File: config.mk
export PLATFORM = sky130hd
export DESIGN_NAME = acg_enable_controller
export DESIGN_NICKNAME = d
export VERILOG_FILES = /design/src/rtl/acg_enable_controller.sv
export SDC_FILE = /design/constraint.sdc
export NUM_CORES = 1
export LEC_CHECK = 0
export CORE_MARGIN = 5
export CORE_UTILIZATION = 52
export DETAILED_ROUTE_END_ITERATION = 6
export GPL_TIMING_DRIVEN = 1
export PLACE_DENSITY = 0.8
export SETUP_SLACK_MARGIN = 0.2
export SLEW_MARGIN = 20
export SYNTH_ARGS = -nofsm -noshare
export SYNTH_HDL_FRONTEND = slang
export SYNTH_SLANG_ARGS = --single-unit
File: constraint.sdc
create_clock -name CLK -period 1.6 [get_ports CLK]
set_input_delay 0.24 -clock CLK [delete_from_list [all_inputs] [get_ports CLK]]
set_output_delay 0.24 -clock CLK [all_outputs]
set_load 0.05 [all_outputs]
File: src/rtl/acg_enable_controller.sv
// Per-group clock-enable controller: wake latency, ack handshake and idle hysteresis before gating.
// Optional gated-cycle statistics are compiled in when ACG_STATS_EN is defined.
module acg_enable_controller #(
    parameter int NUM_GROUPS = 2,
    parameter int WAKE_LAT   = 2,
    parameter int IDLE_HOLD  = 4
`ifdef ACG_STATS_EN
    ,
    parameter int STAT_W     = 16
`endif
) (
    input  logic                         CLK,
    input  logic                         RST,
    input  logic [NUM_GROUPS-1:0]        req,
    input  logic                         force_on,
`ifdef ACG_STATS_EN
    input  logic                         stat_clr,
    output logic [NUM_GROUPS*STAT_W-1:0] gated_cycles,
`endif
    output logic [NUM_GROUPS-1:0]        en,
    output logic [NUM_GROUPS-1:0]        ack,
    output logic [NUM_GROUPS-1:0]        gated
);

    typedef enum logic [1:0] {
        ST_GATED  = 2'd0,
        ST_WAKE   = 2'd1,
        ST_ACTIVE = 2'd2,
        ST_HOLD   = 2'd3
    } state_t;

    // WAKE_LAT == 0 never enters WAKE, so its terminal count is irrelevant.
    localparam logic [3:0] WAKE_LAST = (WAKE_LAT > 0) ? 4'(WAKE_LAT - 1) : 4'd0;
    localparam logic [7:0] IDLE_LAST = 8'(IDLE_HOLD - 1);

    state_t                state_q [NUM_GROUPS];
    state_t                state_d [NUM_GROUPS];
    logic [3:0]            wake_q  [NUM_GROUPS];
    logic [3:0]            wake_d  [NUM_GROUPS];
    logic [7:0]            idle_q  [NUM_GROUPS];
    logic [7:0]            idle_d  [NUM_GROUPS];
    logic [NUM_GROUPS-1:0] en_q;
    logic [NUM_GROUPS-1:0] ack_q;
    logic [NUM_GROUPS-1:0] gated_q;

    always_comb begin
        for (int g = 0; g < NUM_GROUPS; g++) begin
            // NOTE: every next-state variable gets a default first so no path infers a latch.
            state_d[g] = state_q[g];
            wake_d[g]  = wake_q[g];
            idle_d[g]  = idle_q[g];
            case (state_q[g])
                ST_GATED: begin
                    if (req[g]) begin
                        wake_d[g]  = 4'd0;
                        state_d[g] = (WAKE_LAT == 0) ? ST_ACTIVE : ST_WAKE;
                    end
                end
                ST_WAKE: begin
                    // A dropped req does not abort the wake; ACTIVE then falls through to HOLD.
                    wake_d[g] = wake_q[g] + 4'd1;
                    if (wake_q[g] == WAKE_LAST) begin
                        state_d[g] = ST_ACTIVE;
                    end
                end
                ST_ACTIVE: begin
                    if (!req[g]) begin
                        idle_d[g]  = 8'd0;
                        state_d[g] = ST_HOLD;
                    end
                end
                ST_HOLD: begin
                    // Re-request beats expiry; force_on pins the idle count so gating restarts afresh.
                    if (req[g]) begin
                        state_d[g] = ST_ACTIVE;
                    end else if (force_on) begin
                        idle_d[g] = 8'd0;
                    end else if (idle_q[g] == IDLE_LAST) begin
                        state_d[g] = ST_GATED;
                    end else begin
                        idle_d[g] = idle_q[g] + 8'd1;
                    end
                end
                default: state_d[g] = ST_GATED;
            endcase
        end
    end

    always_ff @(posedge CLK or posedge RST) begin
        if (RST) begin
            for (int g = 0; g < NUM_GROUPS; g++) begin
                state_q[g] <= ST_GATED;
                wake_q[g]  <= 4'd0;
                idle_q[g]  <= 8'd0;
            end
            en_q    <= '0;
            ack_q   <= '0;
            gated_q <= '1;
        end else begin
            for (int g = 0; g < NUM_GROUPS; g++) begin
                // NOTE: non-blocking assignments keep every group's registers updating from pre-edge values.
                state_q[g] <= state_d[g];
                wake_q[g]  <= wake_d[g];
                idle_q[g]  <= idle_d[g];
                en_q[g]    <= (state_d[g] != ST_GATED);
                ack_q[g]   <= (state_d[g] == ST_ACTIVE) || (state_d[g] == ST_HOLD);
                gated_q[g] <= (state_d[g] == ST_GATED);
            end
        end
    end

    // force_on is itself registered upstream, so the OR stays glitch-free.
    assign en    = en_q | {NUM_GROUPS{force_on}};
    assign ack   = ack_q;
    assign gated = gated_q;

`ifdef ACG_STATS_EN
    logic [STAT_W-1:0] stat_q [NUM_GROUPS];

    always_ff @(posedge CLK or posedge RST) begin
        if (RST) begin
            for (int g = 0; g < NUM_GROUPS; g++) begin
                stat_q[g] <= '0;
            end
        end else begin
            for (int g = 0; g < NUM_GROUPS; g++) begin
                if (stat_clr) begin
                    stat_q[g] <= '0;
                end else if (!en[g] && (stat_q[g] != '1)) begin
                    stat_q[g] <= stat_q[g] + STAT_W'(1);
                end
            end
        end
    end

    for (genvar g = 0; g < NUM_GROUPS; g++) begin : g_stat_out
        assign gated_cycles[g*STAT_W +: STAT_W] = stat_q[g];
    end
`endif

endmodule

==> run summary, run 1 <==
final setup fails: 1
GRT Overall Usage: 19.94%
Max Buffers Root-to-Sink: 2
port buffer count: 10
num rows: 21
dominant register cell in the synthesized netlist: dfrtp_1
1st-iter DRT viols: 137
H-tree levels: 2
DRT antenna net count: 0
number of flops mapped to enable cells by yosys: 0
fraction of layout instances using a drive strength above 1: 34.13%
clk sinks: 32
ys async rst share: 100.0%
WP data required: 1.83 ns
crit-path max FO: 5
DRT Pass-1 Iters: 4
Synth-to-Final Area Change: 34.83%
failing checks: negative setup slack
drt via density: 5.996
relative slew slack: 70.30%
syn nets: 183
Final Max Tran Viols: 0
drt wl/cell: 16.37 µm
Lkg Pwr: 0.0009737 µW
Filler Cells Inserted: 245
crit path time final: 1.640 ns
Worst path slowest cell: or4b_4
clk root buf: clkbuf_4
vias: 1523
Post-synth top cells: dfrtp_1 (30), nand2_1 (11), o21ai_0 (10), nor2_1 (9)
Yosys top cell area share: 43.54%
Critical Setup Path Class: flip-flop to flip-flop
latest clock arrival within the worst-skew pair: 0.34 ns
Routed WL: 4158 µm
TritonCTS clock tree: yes
Synth Warn #: 0
most common cell in the synthesized netlist: dfrtp_1
cell family with most CP delay: simple AND/OR/NAND/NOR gates
worst path buffer plus inverter count: 0
# hold bufs at CTS: 0
Max VDD drop: 0.0007520 V
pwr dens: 1115 nW/µm²
Max Clock Freq: 609.8 MHz
Top Ports: 11
Yosys reg bits: 32
Post-Syn Area: 1724 µm²
grt ovf: 0
n_diodes: 0
RSZ-0062 raised after global routing: yes
die span in y: 67.58 µm
element type at the critical path start: flip-flop
Setup WS post-layout: -0.03983 ns
Core ar.: 3284 µm²
fin cells: 254
crit-path cells: ha_2 -> or4b_4 -> o21a_4 -> mux2_2
number of global-route vias before repair: 1520
unique cell type count in the Yosys netlist: 45
Yosys top cell by area: dfrtp_1
Clock transition at path regs: 0.10 ns
final hold violations: 0
clock skew: 0.01252 ns
Post-Syn Area per Cell: 10.02 µm²
top cells by area, synth: dfrtp_1 (44%), ha_1 (4.4%), a22o_1 (4.1%), dfstp_2 (3.0%), o21ai_0 (2.9%)
NumNets Final: 218
CP peak stage delay: 0.50 ns
Tcrit/Tclk final: 102.5%
cts bufs inserted: 5
worst min path class: input pin to async pin
die area: 4567 µm²
Worst EP arrival: 1.87 ns
Initial Utilization: 52.50%
GPL Wtd Cong: 0.8742
post-route DRC violation count: 0
dpl hpwl: 2766 µm
die span in x: 67.58 µm
Worst Tran Pin Value: 0.4421 ns
pin count of the biggest net entering global routing: 33
outcome: finished with violations
crit end category: flip-flop
placed insts: 242
initial antenna violation count: 0
cells after synthesis: 172
Seq/Total Area, Yosys: 46.59%
first-pass GRT wire length: 6775 µm
Hold WS: 0.2861 ns
Max Cap Viol: 0
-- stage by stage --
| step | cell area [µm²] | power, µW | util, % | TNS, ns | setup WS (ns) |
|---|---|---|---|---|---|
| after floorplan | 1762 | 1669 | - | -0.05576 | -0.04564 |
| after global placement | 2066 | 1912 | 62.90 | -1.104 | -0.1292 |
| after detailed placement | 2066 | 1977 | 62.90 | -1.714 | -0.1660 |
| after global routing | 2325 | 2760 | 70.78 | -0.4335 | -0.08345 |
| after CTS | 2216 | 2517 | 67.47 | -0.1250 | -0.04695 |
| final | 2325 | 2592 | 70.78 | -0.03983 | -0.03983 |
-- power breakdown --
| group | switching [µW] | leakage, µW | internal, µW | total (µW) |
|---|---|---|---|---|
| logic | 462 | 0.000558 | 499 | 961 |
| clock network | 269 | 0.0000326 | 217 | 486 |
| registers | 186 | 0.000383 | 958 | 1140 |
-- logic make-up (layout without fill, tap and decap cells) --
kind of cell | count (synthesis) | after routing | synth area share (%)
and+or+nand+nor | 64 | 64 | 21.26
AOI/OAI and AO/OA | 50 | 50 | 20.39
DFF | 32 | 32 | 46.59
buffers and inverters | 14 | 50 | 3.628
adders and majority gates | 6 | 6 | 4.354
muxes | 6 | 6 | 3.773
-- timing repair --
action | in CTS | in global routing
setup endpoints to repair | 21 | 26
buffers inserted | 4 | 0
pin swaps | 5 | 9
gates resized for setup | 17 | 22
-- routing by layer --
layer | routed length (µm) | track usage, % | part of all wire, % | vias to the layer above
met1 | 1651 | 21.69 | 40 | 771
met2 | 2249 | 35.97 | 54 | 35
met5 | 0 | 0 | 0 | -
li1 | - | - | - | 706
met3 | 166 | 5.657 | 4.0 | 11
met4 | 90 | 8.101 | 2.2 | 0
-- flip-flops by register name, indices dropped and copies added (netlist names) --
name / flops
ack: 1
en_q: 2
gated: 2
idle_q: 16
state_q: 3
wake_q: 8
-- final cells by class --
type	count	area, µm²	share of cell area (%)
tap	46	57.56	2.476
timing repair buffer	35	355.3	15.29
multi-input combinational	126	1020	43.86
sequential	32	807.0	34.71
inverter	7	26.28	1.130
clock buffer	8	58.81	2.530
-- cells in the final DEF (no fill, tap or decap), types with 3 or more instances in the layout --
| cell type | instances |
|---|---|
| dfrtp_1 | 27 |
| buf_4 | 20 |
| o21ai_0 | 10 |
| nand2_1 | 10 |
| nor2_1 | 9 |
| a22o_1 | 8 |
| inv_1 | 7 |
| nor2b_1 | 5 |
| nand2b_1 | 5 |
| a21oi_1 | 5 |
| nand3_1 | 5 |
| clkbuf_4 | 5 |
| buf_6 | 5 |
| o31ai_1 | 4 |
| mux2_2 | 4 |
| a21o_1 | 4 |
| ha_1 | 4 |
| buf_12 | 4 |
| nor3_1 | 3 |
| or3_1 | 3 |
| o21bai_1 | 3 |
| a21oi_2 | 3 |
| dfrtp_2 | 3 |
| clkdlybuf4s50_1 | 3 |
-- final timing paths --
path / depth (start not counted) / endpoint / from / slack (ns)
min in group CLK: 2 / wake_q[5]$_DFFE_PP0P_ / wake_q[5]$_DFFE_PP0P_ / 0.55
worst min register to register: 2 / wake_q[5]$_DFFE_PP0P_ / wake_q[5]$_DFFE_PP0P_ / 0.55
worst min-delay path: 3 / idle_q[11]$_DFFE_PP0P_ / RST / 0.29
worst max register to register: 4 / idle_q[8]$_DFFE_PP0P_ / idle_q[9]$_DFFE_PP0P_ / -0.04
max in group asynchronous: 3 / gated[1]$_DFF_PP1_ / RST / 0.98
worst max-delay path: 4 / idle_q[8]$_DFFE_PP0P_ / idle_q[9]$_DFFE_PP0P_ / -0.04
-- tightest hold or removal path, delay by kind of cell --
kind	cells	cell delay [ns]
buffers and inverters	3	0.81
Power figures use the tool's default switching activity.
==> inputs of run 2 (changes only) <==
PLACE_DENSITY = 0.71   (was 0.8)
==> run summary, run 2 (synthesis results as in run 1) <==
met3 GRT Util: 5.824%
Hold WS: 0.2178 ns
Regs by FF count: idle_q: 16 flops, wake_q: 8 flops, state_q: 3 flops
crit end category: flip-flop
gr busiest metal: met2
post-route DRC violation count: 0
Lkg Pwr: 0.001006 µW
element type at the critical path start: flip-flop
GRT Overall Usage: 19.42%
max reg flops: 16
n_diodes: 0
first-pass GRT wire length: 6541 µm
Top Ports: 11
Setup WS post-layout: -0.05137 ns
Final Max Tran Viols: 0
H-tree levels: 2
final instance area: 2340 µm²
RSZ-0062 raised after global routing: yes
crit-path max FO: 5
Comb power frac: 36.4%
number of global-route vias before repair: 1493
final setup fails: 3
pwr dens: 1127 nW/µm²
Max Cap Viol: 0
Initial Utilization: 52.50%
most frequent cells in the layout: dfrtp_1 (27), buf_4 (27), o21ai_0 (10), nand2_1 (10), nor2_1 (9)
cts bufs inserted: 5
vias: 1488
Worst path slowest cell: or4b_4
clk root buf: clkbuf_4
Filler Cells Inserted: 230
met2 Use GR: 34.75%
1st-iter DRT viols: 133
Worst Tran Pin Value: 0.3714 ns
NumNets Final: 223
drt wl/cell: 15.31 µm
internal power: 1728 µW
WP data required: 1.84 ns
dpl hpwl: 2643 µm
initial antenna violation count: 0
Synth-to-Final Area Change: 35.70%
clock skew: 0.01153 ns
Max VDD drop: 0.0008035 V
clk sinks: 32
register with the most flip-flops: idle_q
Worst EP arrival: 1.89 ns
Placement Cell Area: 2093 µm²
FF-to-FF Start: idle_q[8]$_DFFE_PP0P_
Max Buffers Root-to-Sink: 2
latest clock arrival within the worst-skew pair: 0.34 ns
TritonCTS clock tree: yes
worst min path class: input pin to async pin
Core ar.: 3284 µm²
clock share of power: 20.5%
# hold bufs at CTS: 0
crit path time final: 1.651 ns
Reg area: 807.0 µm²
Tcrit/Tclk final: 103.2%
die area: 4567 µm²
Routed WL: 3964 µm
crit-path cells: ha_2 -> or4b_4 -> o21a_4 -> mux2_2
Sw Ratio: 34.45%
DRT Pass-1 Iters: 4
die span in y: 67.58 µm
Reg power frac: 43.2%
die span in x: 67.58 µm
DRT antenna net count: 0
drt via density: 5.745
fraction of layout instances using a drive strength above 1: 35.21%
Critical Setup Path Class: flip-flop to flip-flop
Multi-input gate area: 985.9 µm²
port buffer count: 10
GRT met1 Usage: 19.94%
switching pwr: 908.4 µW
crit path launch: idle_q[8]$_DFFE_PP0P_
Max Clock Freq: 605.6 MHz
num rows: 21
grt ovf: 0
final hold violations: 0
outcome: finished with violations
pin count of the biggest net entering global routing: 33
Clock transition at path regs: 0.10 ns
failing checks: negative setup slack
pre-CTS WS: -0.1042 ns
relative slew slack: 75.05%
GPL Wtd Cong: 0.8629
CP peak stage delay: 0.51 ns
## run 2: what timing repair did
action	in CTS	in global routing
endpoints found under the setup margin	23	20
gates resized for setup	12	19
pin swaps	1	6
buffers inserted	2	5
## run 2: per-stage QoR
stage                     total power (µW)  instances  setup TNS (ns)  utilization [%]
after floorplan                       1669        172        -0.05576                -
after global placement                1920        244         -0.8317            63.73
after detailed placement              1971        244          -1.006            63.73
after CTS                             2563        254        -0.08664            67.50
after global routing                  2817        259         -0.4281            71.24
final                                 2637        259        -0.07130            71.24
## run 2: worst paths after layout
kind	to	slack [ns]	depth (start not counted)
max in group asynchronous	gated[1]$_DFF_PP1_	1.14	3
max reg2reg	idle_q[8]$_DFFE_PP0P_	-0.05	4
min in group CLK	idle_q[13]$_DFFE_PP0P_	0.53	1
max	idle_q[8]$_DFFE_PP0P_	-0.05	4
min	idle_q[14]$_DFFE_PP0P_	0.22	3
min reg2reg	idle_q[13]$_DFFE_PP0P_	0.53	1
## run 2: power by group through the flow
stage | Combinational, µW | Clock (µW) | Sequential, µW
after floorplan | 567 | 0 | 1100
after global placement | 788 | 0 | 1130
after detailed placement | 825 | 0 | 1150
after CTS | 882 | 560 | 1120
after global routing | 1060 | 591 | 1160
final | 959 | 539 | 1140
## run 2: final cells by class
type / instances / share of cell area (%)
Inverter: 7 / 1.123
Clock buffer: 8 / 2.941
Multi-Input combinational cell: 126 / 42.14
Sequential cell: 32 / 34.49
Timing Repair Buffer: 40 / 16.84
Tap cell: 46 / 2.460
## run 2: worst max-delay path, delay by kind of cell (launching register included)
kind	cells	cell delay [ns]
multiplexers	1	0.26
flip-flops	1	0.37
AO/OA/AOI/OAI	1	0.24
AND/OR/NAND/NOR	1	0.51
adder cells (fa/ha/maj)	1	0.17
## run 2: layer usage
metal,vias up,wire [µm],share of wire [%]
met5,-,0,0
met4,0,90,2.3
met3,13,146,3.7
met2,27,2112,53
met1,731,1614,41
li1,717,-,-
==> inputs of run 3 (changes only) <==
CORE_UTILIZATION = 56   (was 52)
DONT_BUFFER_PORTS = 1   (was not set)
==> run summary, run 3 (synthesis results as in run 1) <==
outcome: finished with violations
failing checks: negative setup slack
initial antenna violation count: 0
1st-iter DRT viols: 125
clk sinks: 32
Critical Setup Path Class: flip-flop to flip-flop
Routed WL: 4115 µm
GRT met1 Usage: 23.38%
die span in y: 65.49 µm
port buffer count: 0
Top Ports: 11
Regs by FF count: idle_q: 16 flops, wake_q: 8 flops, state_q: 3 flops
clk root buf: clkbuf_4
pwr dens: 1150 nW/µm²
relative slew slack: 75.35%
met3 GRT Util: 6.667%
NumNets Final: 209
worst min path class: input pin to flip-flop
internal power: 1583 µW
Filler Cells Inserted: 227
clock share of power: 20.1%
cts bufs inserted: 5
pin count of the biggest net entering global routing: 29
H-tree levels: 2
Synth-to-Final Area Change: 25.47%
latest clock arrival within the worst-skew pair: 0.34 ns
Core ar.: 3003 µm²
GPL Wtd Cong: 0.8749
Lkg Pwr: 0.0009142 µW
drt wl/cell: 17.74 µm
WP data required: 1.83 ns
met2 Use GR: 35.27%
Max Buffers Root-to-Sink: 2
number of global-route vias before repair: 1444
RSZ-0062 raised after global routing: yes
final instance area: 2163 µm²
grt ovf: 0
dpl hpwl: 2587 µm
Setup WS post-layout: -0.06985 ns
register with the most flip-flops: idle_q
pre-CTS WS: -0.04650 ns
final hold violations: 0
DRT antenna net count: 0
worst r2r path cells: 4
max reg flops: 16
most frequent cells in the layout: dfrtp_1 (26), buf_4 (21), nand2_1 (10)
n_diodes: 0
Clock transition at path regs: 0.10 ns
Max Cap Viol: 0
final total power: 2488 µW
worst hold path depth: 2
placed insts: 215
Max VDD drop: 0.0006098 V
Placement Cell Area: 1884 µm²
final setup fails: 6
Worst Tran Pin Value: 0.3697 ns
Initial Utilization: 57.42%
fin cells: 232
Tcrit/Tclk final: 104.4%
gr busiest metal: met2
Max Clock Freq: 598.9 MHz
R2R Setup Slk: -0.07 ns
drt via density: 6.397
switching pwr: 905.0 µW
crit-path max FO: 5
clock skew: 0.008322 ns
DRT Pass-1 Iters: 4
GRT Overall Usage: 20.69%
Reg power frac: 46.9%
crit end category: flip-flop
Hold WS: 0.06470 ns
die area: 4288 µm²
die span in x: 65.49 µm
fraction of layout instances using a drive strength above 1: 34.67%
element type at the critical path start: flip-flop
Worst EP arrival: 1.90 ns
Final Max Tran Viols: 0
post-route DRC violation count: 0
first-pass GRT wire length: 6665 µm
vias: 1484
Comb power frac: 33.0%
num rows: 20
TritonCTS clock tree: yes
crit path time final: 1.670 ns
Sw Ratio: 36.38%
commonest non-fill, non-tap cell in the layout: dfrtp_1
run 3: cell count changes in the layout (fill, tap and decap cells not counted), sizes merged:
cell / before / now
buf: 36 / 25
clkbuf: 8 / 6
clkdlybuf4s50: 3 / 0
clkinv: 0 / 2
dlygate4sd2: 1 / 0
dlygate4sd3: 0 / 1
run 3: power by group through the flow:
stage | sequential (µW) | combinational [µW] | clock, µW
floorplan | 1100 | 567 | 0
global placement | 1140 | 674 | 0
detailed placement | 1150 | 721 | 0
CTS | 1150 | 750 | 510
global route | 1190 | 910 | 563
finish | 1170 | 822 | 499
run 3: worst max-delay path: stages (launching register included):
cell and delay [ns]:
dfrtp_1 0.37, ha_2 0.18, or4b_4 0.51, o21a_4 0.24, mux2_2 0.26
run 3: layout make-up:
| type | instances | area [µm²] | share of cell area [%] |
|---|---|---|---|
| tap | 33 | 41.29 | 1.909 |
| timing repair buffer | 26 | 212.7 | 9.832 |
| sequential | 32 | 808.3 | 37.36 |
| inverter | 7 | 26.28 | 1.215 |
| clock buffer | 6 | 51.30 | 2.371 |
| multi-input combinational | 126 | 1013 | 46.85 |
| clock inverter | 2 | 10.01 | 0.4627 |
run 3: repair_timing:
action,in CTS,in global routing
resized for setup,13,20
pin swaps,5,12
hold buffers,1,0
endpoints found under the hold margin,13,0
buffers inserted,3,5
endpoints found under the setup margin,21,23
gates cloned,0,0
run 3: path summary, 6_finish.rpt:
check / to / from
worst min register to register: idle_q[13]$_DFFE_PP0P_ / idle_q[13]$_DFFE_PP0P_
worst min-delay path: en_q[1]$_DFF_PP0_ / req[1]
worst max register to register: idle_q[8]$_DFFE_PP0P_ / idle_q[8]$_DFFE_PP0P_
max in group asynchronous: gated[1]$_DFF_PP1_ / RST
worst max-delay path: idle_q[8]$_DFFE_PP0P_ / idle_q[8]$_DFFE_PP0P_
min in group asynchronous: idle_q[14]$_DFFE_PP0P_ / RST
run 3: metrics by stage:
stage / setup TNS [ns] / utilization (%)
2_1_floorplan: -0.05576 / -
3_3_place_gp: -0.01150 / 62.75
3_5_place_dp: -0.04785 / 62.75
4_1_cts: -0.04042 / 67.96
5_1_grt: -0.4908 / 72.04
6_report: -0.1429 / 72.04
run 3: per-layer routing:
layer	part of all wire, %	up-vias
met4	1.4	0
met1	43	747
met2	52	37
met5	0	-
met3	4.2	6
li1	-	694
